<file path="config.mk">
export PLATFORM = sky130hd
export DESIGN_NAME = countdown_timer_4b
export DESIGN_NICKNAME = d
export VERILOG_FILES = /design/src/rtl/countdown_timer_4b.sv
export SDC_FILE = /design/constraint.sdc
export NUM_CORES = 1
export LEC_CHECK = 0
export CORE_UTILIZATION = 35
export DETAILED_ROUTE_END_ITERATION = 16
export GPL_TIMING_DRIVEN = 0
export MAX_ROUTING_LAYER = met4
export PLACE_DENSITY = 0.67
export SLEW_MARGIN = 20
export SYNTH_ARGS = -nofsm -noshare
export SYNTH_HDL_FRONTEND = slang
export SYNTH_SLANG_ARGS = --single-unit
</file>
<file path="constraint.sdc">
create_clock -name clk -period 4.8 [get_ports clk]
set_input_delay 0.48 -clock clk [delete_from_list [all_inputs] [get_ports clk]]
set_output_delay 0.48 -clock clk [all_outputs]
set_load 0.05 [all_outputs]
</file>
<file path="src/rtl/countdown_timer_4b.sv">
// Loadable down-counter/timer: counts a stored value down to zero and emits a
// one-cycle done pulse, then either stops (one-shot) or reloads (periodic).
module countdown_timer_4b #(
  parameter int WIDTH       = 4,
  parameter bit AUTO_RELOAD = 1'b0
) (
  input  logic             clk,
  input  logic             rst_n,
  input  logic             load,
  input  logic [WIDTH-1:0] load_value,
  input  logic             start,
  input  logic             pause,
  input  logic             abort,
  output logic [WIDTH-1:0] count,
  output logic             busy,
  output logic             done
);

  typedef enum logic [1:0] {
    ST_IDLE = 2'd0,
    ST_RUN  = 2'd1,
    ST_HOLD = 2'd2
  } state_e;

  localparam logic [WIDTH-1:0] ZERO = {WIDTH{1'b0}};
  localparam logic [WIDTH-1:0] ONE  = {{(WIDTH-1){1'b0}}, 1'b1};

  state_e           state_q, state_d;
  logic [WIDTH-1:0] count_q, count_d;
  logic [WIDTH-1:0] reload_q, reload_d;
  logic             busy_q, busy_d;
  logic             done_q, done_d;
  logic [WIDTH-1:0] start_val_s;

  // A load on the same edge as start/terminal count wins over the stored value.
  always_comb begin
    if (load) begin
      start_val_s = load_value;
    end else begin
      start_val_s = reload_q;
    end
  end

  // Reload register: captured by load unless abort discards the whole edge.
  always_comb begin
    reload_d = reload_q;
    if (!abort && load) begin
      reload_d = load_value;
    end else begin
      reload_d = reload_q;
    end
  end

  // Next-state and count logic with abort > start > load > pause > decrement.
  always_comb begin
    state_d = state_q;
    count_d = count_q;
    done_d  = 1'b0;
    if (abort) begin
      state_d = ST_IDLE;
      count_d = ZERO;
    end else if (start) begin
      if (start_val_s != ZERO) begin
        state_d = ST_RUN;
        count_d = start_val_s;
      end else begin
        // Zero-length timer completes on the start edge itself.
        state_d = ST_IDLE;
        count_d = ZERO;
        done_d  = 1'b1;
      end
    end else begin
      case (state_q)
        ST_IDLE: begin
          if (load) begin
            count_d = load_value;
          end else begin
            count_d = count_q;
          end
        end
        ST_RUN: begin
          if (pause) begin
            state_d = ST_HOLD;
          end else if (count_q > ONE) begin
            count_d = count_q - ONE;
          end else begin
            done_d = 1'b1;
            if (AUTO_RELOAD && (start_val_s != ZERO)) begin
              count_d = start_val_s;
            end else begin
              state_d = ST_IDLE;
              count_d = ZERO;
            end
          end
        end
        ST_HOLD: begin
          // Resume costs one edge: count is left alone on the way back to RUN.
          if (!pause) begin
            state_d = ST_RUN;
          end else begin
            state_d = ST_HOLD;
          end
        end
        default: begin
          state_d = ST_IDLE;
          count_d = ZERO;
        end
      endcase
    end
    busy_d = (state_d != ST_IDLE);
  end

  // State, count, reload and output flops.
  always_ff @(posedge clk or negedge rst_n) begin
    if (!rst_n) begin
      state_q  <= ST_IDLE;
      count_q  <= ZERO;
      reload_q <= ZERO;
      busy_q   <= 1'b0;
      done_q   <= 1'b0;
    end else begin
      state_q  <= state_d;
      count_q  <= count_d;
      reload_q <= reload_d;
      busy_q   <= busy_d;
      done_q   <= done_d;
    end
  end

  assign count = count_q;
  assign busy  = busy_q;
  assign done  = done_q;

endmodule

</file>
==> results.md <==
- IO Count: 16
- Post-Syn Instances: 74
- Synthesized net count: 86
- Crit path DAT: ~1.6 ns
- FF+latch count, synth: 12
- Status: finished clean
- Slew @ Worst Pin: between 0.5 and 0.6 ns
- Worst Setup Slack, final: between 2 and 3 ns
- Post-Route Setup TNS: 0 ns
- Seq/Total Area, Yosys: between 40% and 50%
- Setup crit end kind: output port
- Hold Crit Class: reg -> reg
- Crit-path max cell delay: roughly 0.84 ns
- Vias: about 660
- Count of pins over their slew limit: 0
- FMAX: about 500 MHz
- Initial Utilization: between 30% and 40%
- Hold Fails Final Rpt: 0
- Via/cell ratio: about 5.5
- Hold Crit Depth: 1
- Register clock-pin slew on the reported worst setup and hold paths: 0.09 ns
- Initial antenna violation count: 0
- CP cell instances: clkdlybuf4s50_1
- CTS sink cnt: 12
- Min-delay src: reload_q[1]
- Largest net degree at the start of global routing: 13
- LEAKAGE: 0.0003958 uW
- Area leader, netlist: dfrtp_1
- Share of cells above drive strength 1: 11.96%
- # Post-CTS Setup Buffers: 0
- Most used DFF post-synth: dfrtp_1
- EDFF count, synth: 0
- Peak supply drop: between 0.15 and 0.2 mV
- Post-synth ARST share: between 90% and 100%
- Rows: 16
- CTS Hold Buffers Added: 0
- Core Box Area: ~1900 sq um
- Full die area: 2244 sq um
- Wirelength, routed: approximately 1.6 mm
- PwrDens: 311.6 nW/um^2
- Grt total ovfl: 0
- DP Wirelength: 1.176 mm
- Clock Latency Late Sink: ~0.28 ns
- YS warnings: 0
- Synthesized area: slightly above 700 sq um
- Clock Skews: between 0.005 and 0.006 ns
- Nets: ~110
- Crit path kind: reg -> out
- CTS H-Tree Depth: 1
- Hold Path End: reload_q[1]
- Setup violators final: 0
- I/O Buffers: 14
- WP buf/inv: 1
- Most frequent cells in the layout: clkdlybuf4s50_1 (14), dfrtp_1 (12), nor2_1 (8)
- Die width: 47.38 microns
- Commonest non-fill, non-tap cell in the layout: clkdlybuf4s50_1
- CP top delay family: buffers and inverters
- TritonCTS clock tree: built
- WL/cell: ~14 microns
- RePlAce Congestion: 0.8442
- Root Buffer Master: clkbuf_4
- GRT Total Usage: between 10% and 20%
- WP data required: roughly 4.3 ns
- R2R Path End: done
- Worst R2R Setup Slack: approximately 2.9 ns
- Ant. Diodes: 0
- Clock period minus worst slack: about 2.0 ns
- Ranking of synthesized cells by area: dfrtp_1 (42%), mux2_2 (7.8%), nor2b_1 (5.2%)
- Relative slew slack: 62.28%
- Die Ht: between 40 and 50 microns
- Pre-antenna DRT Iters: 5
- Max Cap Viol: 0
- Reg2reg path depth: 6
- Hold Slack: roughly 0.54 ns
- Vias in the first global route: about 590
- Place WS: roughly 2.5 ns
- Reg2reg start: count[0]
- Area delta synth->final: 29.17%
- DRT iter0 DRCs: 16
- Crit-path max FO: 6
- CP startpoint kind: flip-flop
- Slowest-stage cell, CP: clkdlybuf4s50_1
- RSZ-0062 raised after global routing: no
- Ratio of final minimum period to clock period: 42.38%
- CTS Buf Count: 3
- Synthesized area per cell: ~9.7 sq um
- Count of cell types in the netlist: 31
- Clock Tree Buf Depth: 2
- Drc violations: 0
- Routed Antenna Nets: 0
- Top-area cell type share of the netlist area: about two fifths
- Post_cts resized: 0
- Global-route wire length before repair: around 2.6 mm
Yosys cell counts, types with 2 or more instances:
cell type and instances:
dfrtp_1 12, nor2_1 8, nor2b_1 6, mux2_2 5, nand2_1 5, inv_1 4
a311oi_1 3, nand2b_1 3, nor3_1 3, clkbuf_1 2, ha_1 2, or4_1 2
state kept, by name, indices dropped and copies added, names as in the netlist:
signal    count
count         4
reload_q      4
state_q       2
busy          1
done          1
final cells by class:
type                            instances  area (sq um)
Buffer                                  2         7.507
Clock buffer                            4         36.28
Fill cell                             192          1011
Inverter                                4         15.01
Multi-Input combinational cell         56         397.9
Sequential cell                        12         300.3
Tap cell                               27         33.78
Timing Repair Buffer                   14         140.1
through the flow:
step                      std cells  utilization (%)  instance area (sq um)  total power, uW
after floorplan                  74                -                  720.7            177.4
after global placement          115            46.07                  894.6            206.1
after detailed placement        115            46.07                  894.6            207.6
after CTS                       119            47.94                  930.9            290.5
after global routing            119            47.94                  930.9            303.6
final                           119            47.94                  930.9            290.0
how the worst max path moves through the flow:
stage	start	to	depth (start not counted)
after detailed placement	load	busy	5
final	count[3]	count[3]	1
after floorplan	count[0]	done	6
after CTS	count[3]	count[3]	1
after global placement	load	busy	5
after global routing	count[2]	count[2]	1
cells by family after synthesis:
family                     synth area share (%)
xor gates and xnor gates                  1.215
AOI/OAI and AO/OA                         19.27
muxes                                     7.812
buffers and inverters                     3.125
and+or+nand+nor                           23.44
adders and majority gates                 3.472
DFF                                       41.67
routing by layer:
metal	wire (microns)	global-route usage (%)	vias up
li1	-	-	313
met1	804	23.84	316
met2	706	22.74	25
met3	89	3.077	4
met4	17	8.571	0
met5	0	-	-
report_power, final:
group          switching (uW)  internal, uW  leakage (uW)  total (uW)
Combinational            47.5          37.2      0.000222        84.7
Clock                    37.6          46.1     0.0000210        83.8
Sequential               10.2           111      0.000153         122
Power figures use the tool's default switching activity.
